File: config.mk
export PLATFORM = sky130hd
export DESIGN_NAME = seq_bit_gen_flat
export DESIGN_NICKNAME = d
export VERILOG_FILES = /design/src/rtl/seq_bit_gen_if.sv /design/src/rtl/seq_bit_gen.sv /design/src/flat_wrapper.sv
export SDC_FILE = /design/constraint.sdc
export NUM_CORES = 1
export LEC_CHECK = 0
export ABC_AREA = 1
export ABC_CLOCK_PERIOD_IN_PS = 1840
export CORE_ASPECT_RATIO = 0.9
export CORE_UTILIZATION = 51
export DETAILED_ROUTE_END_ITERATION = 6
export PLACE_DENSITY = 0.78
export SLEW_MARGIN = 20
export SYNTH_ARGS = -nofsm -noshare
export SYNTH_HDL_FRONTEND = slang
export SYNTH_SLANG_ARGS = --single-unit
File: constraint.sdc
create_clock -name Clock -period 1.84 [get_ports Clock]
set_input_delay 0.276 -clock Clock [delete_from_list [all_inputs] [get_ports Clock]]
set_output_delay 0.276 -clock Clock [all_outputs]
set_load 0.005 [all_outputs]
File: src/rtl/seq_bit_gen_if.sv
// seq_bit_gen_if: pattern load/handshake and serial output bundle for seq_bit_gen.
// Optional SEQ_BIT_GEN_REPEAT_EN adds the Repeat/Stop controls.
interface seq_bit_gen_if #(
    parameter int unsigned MAX_LEN = 8
);
    logic [MAX_LEN-1:0] Pattern;
    logic [3:0]         Len;
    logic               Start;
`ifdef SEQ_BIT_GEN_REPEAT_EN
    logic               Repeat;
    logic               Stop;
`endif
    logic               Ready;
    logic               w;
    logic               Valid;
    logic               Done;
    logic               Err;
    logic [1:0]         CurState;

    // Client side: loads patterns, observes the stream.
    modport master (
`ifdef SEQ_BIT_GEN_REPEAT_EN
        output Repeat,
        output Stop,
`endif
        output Pattern,
        output Len,
        output Start,
        input  Ready,
        input  w,
        input  Valid,
        input  Done,
        input  Err,
        input  CurState
    );

    // Generator side.
    modport slave (
`ifdef SEQ_BIT_GEN_REPEAT_EN
        input  Repeat,
        input  Stop,
`endif
        input  Pattern,
        input  Len,
        input  Start,
        output Ready,
        output w,
        output Valid,
        output Done,
        output Err,
        output CurState
    );
endinterface

File: src/rtl/seq_bit_gen.sv
// seq_bit_gen: loads a 1..MAX_LEN bit pattern on Start and shifts it out
// MSB-first on w with a Valid strobe, then a one-cycle Done pulse.
// Illegal Len gives a one-cycle Err pulse instead.
// Optional macro SEQ_BIT_GEN_REPEAT_EN: Repeat latched at Start loops the
// pattern continuously until Stop is seen.
// All outputs come straight from flops; Resetn is synchronous, active-low.
module seq_bit_gen #(
    parameter int unsigned MAX_LEN = 8
) (
    input  logic         Clock,
    input  logic         Resetn,
    seq_bit_gen_if.slave bus
);
    localparam int unsigned LEN_W = 4;

    typedef enum logic [1:0] {
        IDLE = 2'b00,
        SEND = 2'b01,
        DONE = 2'b10,
        ERR  = 2'b11
    } state_t;

    state_t             state_q, state_d;
    logic [MAX_LEN-1:0] shreg_q, shreg_d;
    logic [LEN_W-1:0]   cnt_q, cnt_d;

    logic ready_q, ready_d;
    logic w_q, w_d;
    logic valid_q, valid_d;
    logic done_q, done_d;
    logic err_q, err_d;

`ifdef SEQ_BIT_GEN_REPEAT_EN
    logic               rep_q, rep_d;
    logic [MAX_LEN-1:0] pat_q, pat_d;
    logic [LEN_W-1:0]   len_q, len_d;
`endif

    logic               len_ok_c;
    logic [LEN_W-1:0]   align_c;
    logic [MAX_LEN-1:0] aligned_c;

    // Length check and left-alignment so Pattern[Len-1] lands in the window MSB.
    always_comb begin
        len_ok_c  = (bus.Len != '0) && (bus.Len <= LEN_W'(MAX_LEN));
        align_c   = LEN_W'(MAX_LEN) - bus.Len;
        aligned_c = bus.Pattern << align_c;
    end

    // Next-state, datapath and next-output logic.
    always_comb begin
        state_d = state_q;
        shreg_d = shreg_q;
        cnt_d   = cnt_q;
`ifdef SEQ_BIT_GEN_REPEAT_EN
        rep_d   = rep_q;
        pat_d   = pat_q;
        len_d   = len_q;
`endif

        case (state_q)
            IDLE: begin
                if (bus.Start) begin
                    if (len_ok_c) begin
                        state_d = SEND;
                        shreg_d = aligned_c;
                        cnt_d   = bus.Len;
`ifdef SEQ_BIT_GEN_REPEAT_EN
                        rep_d   = bus.Repeat;
                        pat_d   = aligned_c;
                        len_d   = bus.Len;
`endif
                    end else begin
                        state_d = ERR;
                    end
                end
            end
            SEND: begin
`ifdef SEQ_BIT_GEN_REPEAT_EN
                // Stop at any SEND edge cancels looping; the pass in flight still finishes.
                rep_d = rep_q & ~bus.Stop;
`endif
                if (cnt_q == LEN_W'(1)) begin
`ifdef SEQ_BIT_GEN_REPEAT_EN
                    if (rep_d) begin
                        shreg_d = pat_q;
                        cnt_d   = len_q;
                    end else begin
                        state_d = DONE;
                        shreg_d = '0;
                        cnt_d   = '0;
                    end
`else
                    state_d = DONE;
                    shreg_d = '0;
                    cnt_d   = '0;
`endif
                end else begin
                    shreg_d = shreg_q << 1;
                    cnt_d   = cnt_q - LEN_W'(1);
                end
            end
            DONE:    state_d = IDLE;
            ERR:     state_d = IDLE;
            default: state_d = IDLE;
        endcase

        ready_d = (state_d == IDLE);
        valid_d = (state_d == SEND);
        w_d     = valid_d & shreg_d[MAX_LEN-1];
        done_d  = (state_d == DONE);
        err_d   = (state_d == ERR);
    end

    // State, datapath and output registers with synchronous reset.
    always_ff @(posedge Clock) begin
        if (!Resetn) begin
            state_q <= IDLE;
            shreg_q <= '0;
            cnt_q   <= '0;
            ready_q <= 1'b1;
            w_q     <= 1'b0;
            valid_q <= 1'b0;
            done_q  <= 1'b0;
            err_q   <= 1'b0;
`ifdef SEQ_BIT_GEN_REPEAT_EN
            rep_q   <= 1'b0;
            pat_q   <= '0;
            len_q   <= '0;
`endif
        end else begin
            state_q <= state_d;
            shreg_q <= shreg_d;
            cnt_q   <= cnt_d;
            ready_q <= ready_d;
            w_q     <= w_d;
            valid_q <= valid_d;
            done_q  <= done_d;
            err_q   <= err_d;
`ifdef SEQ_BIT_GEN_REPEAT_EN
            rep_q   <= rep_d;
            pat_q   <= pat_d;
            len_q   <= len_d;
`endif
        end
    end

    assign bus.Ready    = ready_q;
    assign bus.w        = w_q;
    assign bus.Valid    = valid_q;
    assign bus.Done     = done_q;
    assign bus.Err      = err_q;
    assign bus.CurState = 2'(state_q);

endmodule

File: src/flat_wrapper.sv
// flat-port wrapper written by rule: the top's interface ports become plain ports
module seq_bit_gen_flat 
#(
    parameter int unsigned MAX_LEN = 8
)
  (Clock, Resetn, bus_Pattern, bus_Len, bus_Start, bus_Ready, bus_w, bus_Valid, bus_Done, bus_Err, bus_CurState);
  seq_bit_gen_if #(.MAX_LEN(MAX_LEN)) bus_i ();
  input  logic Clock;
  input  logic Resetn;
  input wire logic [$bits(bus_i.Pattern)-1:0] bus_Pattern;
  input wire logic [$bits(bus_i.Len)-1:0] bus_Len;
  input wire logic [$bits(bus_i.Start)-1:0] bus_Start;
  output wire logic [$bits(bus_i.Ready)-1:0] bus_Ready;
  output wire logic [$bits(bus_i.w)-1:0] bus_w;
  output wire logic [$bits(bus_i.Valid)-1:0] bus_Valid;
  output wire logic [$bits(bus_i.Done)-1:0] bus_Done;
  output wire logic [$bits(bus_i.Err)-1:0] bus_Err;
  output wire logic [$bits(bus_i.CurState)-1:0] bus_CurState;
  assign bus_i.Pattern = bus_Pattern;
  assign bus_i.Len = bus_Len;
  assign bus_i.Start = bus_Start;
  assign bus_Ready = bus_i.Ready;
  assign bus_w = bus_i.w;
  assign bus_Valid = bus_i.Valid;
  assign bus_Done = bus_i.Done;
  assign bus_Err = bus_i.Err;
  assign bus_CurState = bus_i.CurState;
  seq_bit_gen #(.MAX_LEN(MAX_LEN)) u_core (.Clock(Clock), .Resetn(Resetn), .bus(bus_i));
endmodule
======== Word-level counts from Yosys, hierarchy flattened ========
Index checks and enable logic that the tools add are counted.
storage, ports and cells
  bits in registers ....................... 19
cells by class
  equal/unequal tests ..................... 9
  reduce and logical (&&, ||, !) cells .... 7
  multiplexer cells ....................... 12
  magnitude comparators ................... 1
  shift-type cells ........................ 1
  $add $sub $neg .......................... 2
  bitwise operators ....................... 1
operator list
  operator                                               count
  2-to-1 mux 8 bit                                       3
  one-hot mux 8 bit (2 select lines)                     1
  2-to-1 mux 4 bit                                       3
  equality test 2 bit, second input constant             4
  one-hot mux 4 bit (2 select lines)                     1
  << shifter 8 x 4 -> 8 bit                              1
  2-to-1 mux 2 bit                                       3
  one-hot mux 2 bit (3 select lines)                     1
  equality test 2 x 1 -> 1 bit, second input constant    2
  equality test 4 x 1 -> 1 bit, second input constant    1
  <= comparator 4 bit, second input constant             1
  zero test 2 bit                                        2
  nonzero test 4 bit                                     1
  subtractor 4 x 1 -> 4 bit, second input constant       1
  subtractor 4 bit, first input constant                 1
  AND reduction 3 bit                                    1
  inequality test 2 x 1 -> 1 bit, second input constant  1
  inequality test 2 bit, second input constant           1
  nonzero test 2 bit                                     1
  OR reduction 2 bit                                     1
  bitwise AND 1 bit                                      1
  logical AND 1 bit                                      1

======== Logic depth before layout (Yosys ltp) ========
  word-level depth ........................ 7
  depth in mapped cells ................... 12

======== Least setup slack after synthesis ========
Ideal clock, no wire load.
  kind .................................... input to register
  start ................................... in bus_Len[0]
  end ..................................... reg u_core.shreg_q[7]
  path slack .............................. 0.307 ns
  buffers on the path ..................... 2
  stages .................................. 12
  data required time ...................... 1.717 ns
  data arrival time ....................... 1.410 ns
  library setup time ...................... 0.123 ns
  cell sequence ........................... inv_2 > buf_6 > ha_1 > buf_2 > inv_1 > nand3_1 > nand2_1 > nand2_1 > nand3_1 > nand2_1 > nand2_1 > a21oi_1
between the ends
  cells in the longest elaborated chain, start to end .. 5
  elaborated cells between the ends (all ways) .. 8
  those cells by class .................... 1 x add/sub; 1 x order compare; 1 x shift; 3 x mux; 2 x reduce/logical
ends and longest elaborated chain
  item                                                                   line                                  text
  from (decl)                                                            flat_wrapper.sv:11                    input wire logic [$bits(bus_i.Len)-1:0] bus_Len;
  subtractor 4 bit, or another cell as far along                         seq_bit_gen.sv:46                     align_c = LEN_W'(MAX_LEN) - bus.Len;
  << shifter 8 x 4 -> 8 bit / logical AND 1 bit (equally long branches)  seq_bit_gen.sv:47, seq_bit_gen.sv:45
  2-to-1 mux 8 bit (*)                                                   seq_bit_gen.sv:64                     if (len_ok_c) begin
  2-to-1 mux 8 bit (*)                                                   seq_bit_gen.sv:63                     if (bus.Start) begin
  one-hot mux 8 bit (2 select lines) (*)                                 seq_bit_gen.sv:61                     case (state_q)
  to (signal assigned)                                                   seq_bit_gen.sv:133                    shreg_q <= shreg_d;
  to (decl)                                                              seq_bit_gen.sv:24                     logic [MAX_LEN-1:0] shreg_q, shreg_d;
Mark *: on every way between the ends. The rest lies on a longest branch, timed or not. The select of a mux whose other input is x is not followed.
A chain may end at the register's enable or synchronous reset.

======== Worst setup path after layout ========
Ends and elaborated chain as after synthesis.

==> impl_metrics.toml <==
[outcome]
status = "finished clean"

[synthesis]
synth_edf_count = 0
synth.most_common_cell = "nand2_1"
synth_top_cell_by_area = "dfxtp_1"
netlist_top_cells_count = "46 x nand2_1, 19 x dfxtp_1, 16 x inv_1, 15 x nand3_1, 15 x nor2_1"
ys_seq_area_frac = 0.3190
avgSynthCellArea_um2 = 6.814
synth_top_area_share = 0.3190
synth_ff_type = "dfxtp_1"
synthTopCellsByArea = "dfxtp_1 32%, nand2_1 14%, nand3_1 6.3%"
syn_inst = 175
syn_nets = 193
ys_warn_count = 0
synth_cell_types = 27
ys_ff_latch = 19
syn_area_um2 = 1192
postSynth.asyncResetShare = 0

[global_route]
grt.overflow.total = 0
grt_max_degree = 12
grt_util_all_layers = 0.2534
grt_antenna_before_repair = 0
grt_pass1_wl_um = 4623
grt_pass1_vias = 1118

[floorplan]
initial_core_util = 0.5464
die_h_um = 47.87
die_area_um2 = 2536
core_area_um2 = 2182
pin_count = 22
rows = 16
die_w_um = 52.97

[power]
combPwrFrac = 0.348
powerDensity_nw_per_um2 = 699.8
irDropWorstVdd_uv = 718.9
leakagePower_nw = 0.6678
swShare = 0.3423
finalPower_mw = 1.057
p_clk_frac = 0.205
power.switching_mw = 0.3618
power_frac_seq = 0.446
intPower_mw = 0.6950

[sta]
hold_viol = 0
tns_ps = 0
fin_ws_ps = 167.0
relSlewSlack = 0.8225
holdWs_ps = 486.0
setup_viol = 0
period_share = 0.9092
fin_skew_ps = 13.25
rsz0062_at_grt = "no"
tightest_slew_ps = 265.0
fmax_mhz = 597.7
period_needed_ps = 1673
drv_slew = 0

[clock_network]
cts.sinks = 19
cts_tree = "done"
post_cts_resized = 0
post_cts_buffers = 0
cts_buffers = 3
clk_pin_slew_worst_paths_ps = 100
postCtsHoldBufs = 0
clockBufferDepth = 2
insertion_delay_ps = 310
h-tree-depth = 1
clock-root-buffer = "clkbuf_4"

[routing]
routedWlPerCell_um = 12.09
drc = 0
drt_wl_total_um = 2841
viasPerCell = 5.106
ant_nets = 0
vias = 1200
drt_iter0_markers = 36
first_pass_iters = 4

[worst_setup_path]
path_buf_inv = 3
cp_top_family = "buffers and inverters"
path_max_fanout = 6
start_kind = "input pin"
cpMostUsedCell = "nand2_1"
critPathSlowestCell = "clkdlybuf4s50_1"
path_class = "input pin to register"
crit_chain = "clkdlybuf4s50_1 > inv_2 > ha_1 > inv_1 > nand3_1 > nand2_1 > nand2_1 > nand3_1 > nand2_1 > nand2_1 > a21oi_1"
endpoint_kind = "register"
worst_ep_arrival_time_ps = 1870
critPathMaxStageDelay_ps = 500
worstPathRequired_ps = 2030

[finish]
fin_area_um2 = 1510
stdcell_count = 235
drive_gt1_frac = 0.1875
postLayoutCoreUtil = 0.6921
fin_nets = 227
antenna_cells = 0
area_growth_syn_to_layout_pct = 26.65
n_fill_cell = 192

[placement]
place_area_um2 = 1483
dpl.hpwl_um = 2266
place_ws_ps = -143.8
io_buffers = 21
gp_congestion = 0.7891
dp_cells = 231

[job]
drv_cap = 0

[worst_hold_path]
hp-class = "register to register"
[tightest hold or removal path: cells and delay by family, from the launching register on]
family	cells	cell delay (ps)
AOI/OAI and AO/OA	1	60
and+or+nand+nor	1	70
DFF	1	330
[area by class of cell]
type / count / area, um2 / area share
multi-input cells: 131 / 693.2 / 0.4590
clock buffers: 3 / 22.52 / 0.01491
well taps: 27 / 33.78 / 0.02237
clock inverters: 1 / 5.005 / 0.003314
inverters: 22 / 82.58 / 0.05468
repair buffers: 32 / 292.8 / 0.1939
flip-flops and latches: 19 / 380.4 / 0.2519
[flip-flops by register name, indices dropped and copies added, names as in the netlist]
name,count
u_core.shreg_q,8
u_core.cnt_q,4
u_core.bus.CurState,2
u_core.bus.Done,1
u_core.bus.Err,1
u_core.bus.Ready,1
u_core.bus.Valid,1
u_core.bus.w,1
[power by group through the flow]
stage | sequential [mW] | combinational, mW | clock [mW]
5_1_grt | 0.476 | 0.411 | 0.242
3_5_place_dp | 0.481 | 0.365 | 0
6_report | 0.472 | 0.368 | 0.217
3_3_place_gp | 0.479 | 0.353 | 0
4_1_cts | 0.471 | 0.366 | 0.224
2_1_floorplan | 0.478 | 0.241 | 0
[cell families (layout without fill, tap and decap cells)]
| group | count (synthesis) | after routing | synth area share |
|---|---|---|---|
| AND/OR/NAND/NOR | 95 | 95 | 0.3756 |
| AO/OA/AOI/OAI | 31 | 31 | 0.1532 |
| buffers and inverters | 25 | 58 | 0.09968 |
| flip-flops | 19 | 19 | 0.3190 |
| adder cells (fa/ha/maj) | 3 | 3 | 0.03148 |
| XOR/XNOR | 2 | 2 | 0.02099 |
[per-layer routing]
metal | up-vias | wire [um] | global-route usage
li1 | 635 | - | -
met1 | 542 | 1325 | 0.3125
met2 | 21 | 1367 | 0.4608
met3 | 2 | 137 | 0.06032
met4 | 0 | 10 | 0.04211
met5 | - | 0 | 0
[final timing paths]
| check | startpoint | to | slack, ps | cells past startpoint |
|---|---|---|---|---|
| hold / removal | u_core.shreg_q[0]$_SDFFE_PN0P_ | u_core.shreg_q[0]$_SDFFE_PN0P_ | 490 | 2 |
| setup / recovery | bus_Len[0] | u_core.shreg_q[7]$_SDFF_PN0_ | 170 | 11 |
| hold reg to reg | u_core.shreg_q[0]$_SDFFE_PN0P_ | u_core.shreg_q[0]$_SDFFE_PN0P_ | 490 | 2 |
| setup reg to reg | u_core.cnt_q[1]$_SDFFE_PN0P_ | u_core.bus.w$_SDFF_PN0_ | 400 | 9 |
[placed cells by master (no fill, tap or decap), types with 2 or more instances in the layout]
master,n
a211oi_2,3
clkinv_1,2
inv_1,16
nor2_1,15
clkbuf_4,3
o22ai_1,2
o21ai_0,10
a31oi_1,2
buf_4,11
clkdlybuf4s50_1,21
ha_1,3
nor2_2,3
nand3_1,15
or2_2,2
dfxtp_1,19
nand2_2,7
inv_2,4
a21oi_1,13
nor2_4,2
nand2_1,46
nand4_1,2
Note: power is estimated with default switching activity, not from simulation.
